### config.mk
export PLATFORM = sky130hd
export DESIGN_NAME = display_scheduler
export DESIGN_NICKNAME = d
export VERILOG_FILES = /design/src/rtl/display_scheduler.sv
export SDC_FILE = /design/constraint.sdc
export NUM_CORES = 1
export LEC_CHECK = 0
export ABC_AREA = 1
export CORE_MARGIN = 5
export CORE_UTILIZATION = 41
export DETAILED_ROUTE_END_ITERATION = 10
export MAX_ROUTING_LAYER = met4
export PLACE_DENSITY = 0.84
export SKIP_LAST_GASP = 1
export SLEW_MARGIN = 25
export SYNTH_ARGS = -nofsm -noshare
export SYNTH_HDL_FRONTEND = slang
export SYNTH_SLANG_ARGS = --single-unit
export TNS_END_PERCENT = 1
### constraint.sdc
create_clock -name clk -period 2.3 [get_ports clk]
set_input_delay 0.69 -clock clk [delete_from_list [all_inputs] [get_ports clk]]
set_output_delay 0.69 -clock clk [all_outputs]
set_load 0.005 [all_outputs]
### src/rtl/display_scheduler.sv
// rtl/display_scheduler.sv - six-digit display source scheduler (optional macro: LEADING_ZERO_BLANK_EN)
module display_scheduler #(
  parameter int TIME_SECS    = 8,
  parameter int DATE_SECS    = 3,
  parameter int EDIT_TIMEOUT = 10
) (
  input  logic        clk,
  input  logic        rst,
  input  logic        en_1hz,
  input  logic        auto_en,
  input  logic [1:0]  sel,
  input  logic        edit_req,
  input  logic        alarm_on,
  input  logic [23:0] t_digits,
  input  logic [15:0] d_digits,
  input  logic [15:0] a_digits,
  output logic [23:0] dig_out,
  output logic [5:0]  blank,
  output logic [1:0]  src
);

  // S_ASET is the manual alarm-set view: it shows like EDIT but has no timeout
  // and follows sel, so it must not share the sticky EDIT state.
  typedef enum logic [2:0] {
    S_TIME  = 3'd0,
    S_DATE  = 3'd1,
    S_EDIT  = 3'd2,
    S_ALERT = 3'd3,
    S_ASET  = 3'd4
  } state_t;

  localparam logic [4:0] TIME_LAST = 5'(TIME_SECS - 1);
  localparam logic [4:0] DATE_LAST = 5'(DATE_SECS - 1);
  localparam logic [4:0] TMO_LAST  = 5'(EDIT_TIMEOUT - 1);

  state_t      r_state;
  logic [4:0]  r_dwell;
  logic [4:0]  r_tmo;
  logic        r_blink;
  logic        r_auto_prev;
  logic [23:0] r_dig;
  logic [5:0]  r_blank;
  logic [1:0]  r_src;

  state_t      w_state_nxt;
  logic [4:0]  w_dwell_nxt;
  logic [4:0]  w_tmo_nxt;
  logic        w_blink_nxt;
  logic [23:0] w_dig_nxt;
  logic [5:0]  w_blank_nxt;
  logic [1:0]  w_src_nxt;

  // Next-state and counter logic, priority ALERT > EDIT > auto/manual
  always_comb begin
    w_state_nxt = r_state;
    w_dwell_nxt = r_dwell;
    w_tmo_nxt   = r_tmo;
    w_blink_nxt = 1'b0;
    if (alarm_on) begin
      w_state_nxt = S_ALERT;
      w_dwell_nxt = 5'd0;
      w_tmo_nxt   = 5'd0;
      if (r_state == S_ALERT) begin
        w_blink_nxt = r_blink ^ en_1hz;
      end
    end else if (r_state == S_ALERT) begin
      w_state_nxt = S_TIME;
      w_dwell_nxt = 5'd0;
      w_tmo_nxt   = 5'd0;
    end else if (edit_req) begin
      w_state_nxt = S_EDIT;
      w_dwell_nxt = 5'd0;
      w_tmo_nxt   = 5'd0;
    end else if (r_state == S_EDIT) begin
      w_dwell_nxt = 5'd0;
      if (en_1hz) begin
        if (r_tmo == TMO_LAST) begin
          w_state_nxt = S_TIME;
          w_tmo_nxt   = 5'd0;
        end else begin
          w_tmo_nxt = r_tmo + 5'd1;
        end
      end
    end else if (auto_en) begin
      w_tmo_nxt = 5'd0;
      if (!r_auto_prev || (r_state == S_ASET)) begin
        // Entering auto mode always restarts the rotation on the time view.
        w_state_nxt = S_TIME;
        w_dwell_nxt = 5'd0;
      end else if (en_1hz) begin
        if (r_state == S_TIME) begin
          if (r_dwell == TIME_LAST) begin
            w_state_nxt = S_DATE;
            w_dwell_nxt = 5'd0;
          end else begin
            w_dwell_nxt = r_dwell + 5'd1;
          end
        end else begin
          if (r_dwell == DATE_LAST) begin
            w_state_nxt = S_TIME;
            w_dwell_nxt = 5'd0;
          end else begin
            w_dwell_nxt = r_dwell + 5'd1;
          end
        end
      end
    end else begin
      w_tmo_nxt   = 5'd0;
      w_dwell_nxt = 5'd0;
      case (sel)
        2'd1:    w_state_nxt = S_DATE;
        2'd2:    w_state_nxt = S_ASET;
        default: w_state_nxt = S_TIME;
      endcase
    end
  end

  // Output layout for the view being entered, so outputs lag inputs by one cycle
  always_comb begin
    w_dig_nxt   = t_digits;
    w_blank_nxt = 6'b000000;
    w_src_nxt   = 2'd0;
    case (w_state_nxt)
      S_DATE: begin
        w_dig_nxt   = {d_digits, 8'h00};
        w_blank_nxt = 6'b000011;
        w_src_nxt   = 2'd1;
`ifdef LEADING_ZERO_BLANK_EN
        w_blank_nxt[5] = (d_digits[15:12] == 4'd0);
`endif
      end
      S_EDIT, S_ASET: begin
        w_dig_nxt   = {a_digits, 8'h00};
        w_blank_nxt = 6'b000011;
        w_src_nxt   = 2'd2;
`ifdef LEADING_ZERO_BLANK_EN
        w_blank_nxt[5] = (a_digits[15:12] == 4'd0);
`endif
      end
      S_ALERT: begin
        w_src_nxt   = 2'd3;
        w_blank_nxt = w_blink_nxt ? 6'b111111 : 6'b000000;
`ifdef LEADING_ZERO_BLANK_EN
        if (!w_blink_nxt) begin
          w_blank_nxt[5] = (t_digits[23:20] == 4'd0);
        end
`endif
      end
      default: begin
`ifdef LEADING_ZERO_BLANK_EN
        w_blank_nxt[5] = (t_digits[23:20] == 4'd0);
`endif
      end
    endcase
  end

  // State, counters and registered outputs
  always_ff @(posedge clk) begin
    if (rst) begin
      r_state     <= S_TIME;
      r_dwell     <= 5'd0;
      r_tmo       <= 5'd0;
      r_blink     <= 1'b0;
      r_auto_prev <= 1'b0;
      r_dig       <= 24'd0;
      r_blank     <= 6'b000000;
      r_src       <= 2'd0;
    end else begin
      r_state     <= w_state_nxt;
      r_dwell     <= w_dwell_nxt;
      r_tmo       <= w_tmo_nxt;
      r_blink     <= w_blink_nxt;
      r_auto_prev <= auto_en;
      r_dig       <= w_dig_nxt;
      r_blank     <= w_blank_nxt;
      r_src       <= w_src_nxt;
    end
  end

  assign dig_out = r_dig;
  assign blank   = r_blank;
  assign src     = r_src;

endmodule

==> results_dict.tcl <==
set metrics [dict create \
    max_stage_delay_ns 0.56 \
    avgSynthCellArea_um2 7.05 \
    coreArea_um2 5040 \
    syn_inst 297 \
    cpMostUsedCell "nand2_1" \
    layout-drive-gt1-share 0.132 \
    min_path_cells 2 \
    drc 0 \
    ys_ff_latch 43 \
    start_util 0.415 \
    drt-pass1-iter-count 4 \
    p_leak_nw 1.54 \
    place_ws_ns -0.253 \
    synth_nets 365 \
    outcome "completed" \
    start_kind "primary input" \
    finalNetCount 477 \
    cp.arrival_ns 2.35 \
    vias_per_cell 4.72 \
    clk_pin_slew_ns 0.08 \
    dp_hpwl_mm 4.82 \
    path_class "in -> reg" \
    rsz0062_at_grt "no" \
    final_antenna_net_count 0 \
    final_max_slew_viol_count 0 \
    yosysWarnings 0 \
    die_width_um 81.5 \
    crit_path_cell_trace "clkdlybuf4s50_1 -> nand2_1 -> inv_1 -> nand2_1 -> inv_1 -> nand3_1 -> nand2_1 -> nand2_2 -> nand3_4 -> nand3_4 -> buf_12 -> nand3_1 -> nand2_1 -> nand2_1 -> nand2_1" \
    overflow 0 \
    die_y_um 81.5 \
    grt_pass1_wl_mm 9.32 \
    reg2reg_from "r_dwell[0]" \
    drt_iter0_drc 103 \
    period_minus_slack_ns 2.15 \
    endpoint_kind "flop" \
    tightestPinTransition_ns 0.280 \
    die-area_um2 6630 \
    grt_antenna_before_repair 0 \
    final_cell_mix "clkdlybuf4s50_1, nand2_1, nor2_1" \
    fin_skew_ns 0.0106 \
    final_common_cell "clkdlybuf4s50_1" \
    cts_buffers 5 \
    synthToLayoutAreaGrowth_pct 60.3 \
    crit_path_max_fanout 8 \
    fin_cells 480 \
    r2r_slack_ns 0.28 \
    fin_crit_sh 0.936 \
    crit_required_ns 2.50 \
    setup_viol_count_final 0 \
    place_inst 472 \
    clockBufferDepth 2 \
    seq_area_frac_synth 0.411 \
    n_antenna_cell 0 \
    crit_slowest_cell "clkdlybuf4s50_1" \
    clock-sinks 43 \
    wirelength_mm 5.97 \
    grt_max_degree 25 \
    slew_headroom 0.812 \
    wl_per_cell_um 12.4 \
    cts-root-buf "clkbuf_8" \
    ir_worst_vdd_uv 317 \
    maxCapViolations 0 \
    crit_buf_inv 4 \
    cts_max_level 2 \
    grt_pass1_vias 2229 \
    rows 26 \
    finalHoldViolations 0 \
    reg2reg_depth 17 \
    rr_endpoint "dig_out[9]" \
    cts_hold_buffers 0 \
    gp_congestion 0.859 \
    insertion_delay_ns 0.30 \
    fin_setup_tns_ns 0 \
    hold_class "reg -> reg" \
    dr_total_vias 2265 \
    hp-start "r_tmo[1]" \
    ios 96 \
    syn_area_um2 2090 \
    holdPathEnd "r_tmo[1]" \
    clock.fmax_mhz 465 \
    io_buffers 95 \
    worst_slack_ns 0.148 \
    ys_types 32 \
    final_util 0.665 \
    power_density_nw_per_um2 498 \
    grt_util_all_layers 0.186 \
    critPathTopFamily "simple AND/OR/NAND/NOR gates" \
    cts_tree "yes" \
]
==> routing by layer <==
metal | global-route usage | vias to the layer above | part of all wire
li1 | - | 1152 | -
met1 | 0.188 | 1005 | 0.37
met2 | 0.330 | 92 | 0.52
met3 | 0.0537 | 16 | 0.072
met4 | 0.0895 | 0 | 0.036
met5 | - | - | 0
==> metrics by stage <==
| stage | hold slack, ns | cell area [um^2] | power [W] |
|---|---|---|---|
| 3_3_place_gp | 0.483 | 3250 | 0.00120 |
| 5_1_grt | 0.543 | 3350 | 0.00176 |
| 3_5_place_dp | 0.497 | 3250 | 0.00121 |
| 6_report | 0.504 | 3350 | 0.00167 |
| 4_1_cts | 0.510 | 3330 | 0.00168 |
| 2_1_floorplan | 0.469 | 2090 | 0.000964 |
==> worst min-delay path: stages, from the launching register on <==
cell and delay (ns):
dfxtp_1 0.34, nand2_1 0.07, a21oi_1 0.05
==> how the worst max path moves through the flow <==
stage               depth (start not counted)     endpoint  slack (ns)  startpoint
floorplan                                  12  dig_out[23]        0.39      en_1hz
global placement                           13  dig_out[17]       -0.21      en_1hz
detailed placement                         13  dig_out[22]       -0.25      en_1hz
CTS                                        13  dig_out[22]        0.06      en_1hz
global route                               12  dig_out[17]        0.01    edit_req
finish                                     15  dig_out[22]        0.15     auto_en
==> power breakdown <==
group	internal, W	switching, W
registers	0.000784	0.0000143
clock network	0.000212	0.000261
logic	0.000237	0.000163
==> final cells by class <==
class,count,area (um^2)
fillers,428,1690
repair buffers,118,1150
multi-input cells,209,1040
flip-flops and latches,43,861
inverters,32,125
well taps,70,87.6
clock buffers,6,72.6
clock inverters,2,12.5
==> Yosys cell counts <==
cell type	number	area (um^2)
nand2_1	76	285
nor2_1	50	188
dfxtp_1	43	861
inv_1	27	101
nand3_1	24	120
nand4_1	13	81.3
a21oi_1	10	50.1
buf_4	6	45.0
nand2_2	5	31.3
nor3_1	5	25.0
xor2_1	5	43.8
clkbuf_1	4	15.0
ha_1	4	50.1
nor2_2	4	25.0
inv_2	3	11.3
or2_2	2	12.5
a211oi_1	1	7.51
a21boi_2	1	11.3
a21oi_2	1	8.76
a31oi_1	1	6.26
buf_1	1	3.75
buf_2	1	5.00
buf_8	1	15.0
clkinv_1	1	3.75
inv_4	1	6.26
nand2_4	1	11.3
nand3_2	1	10.0
nand3_4	1	17.5
nor2_8	1	20.0
nor4_1	1	6.26
o211ai_1	1	7.51
o21a_1	1	7.51
==> sequential cells by signal, indices dropped and copies added (netlist names) <==
register and count:
r_auto_prev 1, r_state 3, r_dwell 5, dig_out 24, r_blink 1, blank 2, src 2, r_tmo 5
==> timing repair <==
| action | CTS | global route |
|---|---|---|
| setup buffers | 0 | 0 |
| setup endpoints to repair | 0 | 25 |
| resized for setup | 0 | 6 |
==> cells by family (layout without fill, tap and decap cells) <==
group | Yosys count | count (layout) | synth area share
AO/OA/AOI/OAI | 16 | 16 | 0.0472
buffers and inverters | 45 | 158 | 0.0986
XOR/XNOR | 5 | 5 | 0.0209
adder cells (fa/ha/maj) | 4 | 4 | 0.0239
AND/OR/NAND/NOR | 184 | 184 | 0.398
flip-flops | 43 | 43 | 0.411
No activity file was read; power rests on OpenSTA's default activity.
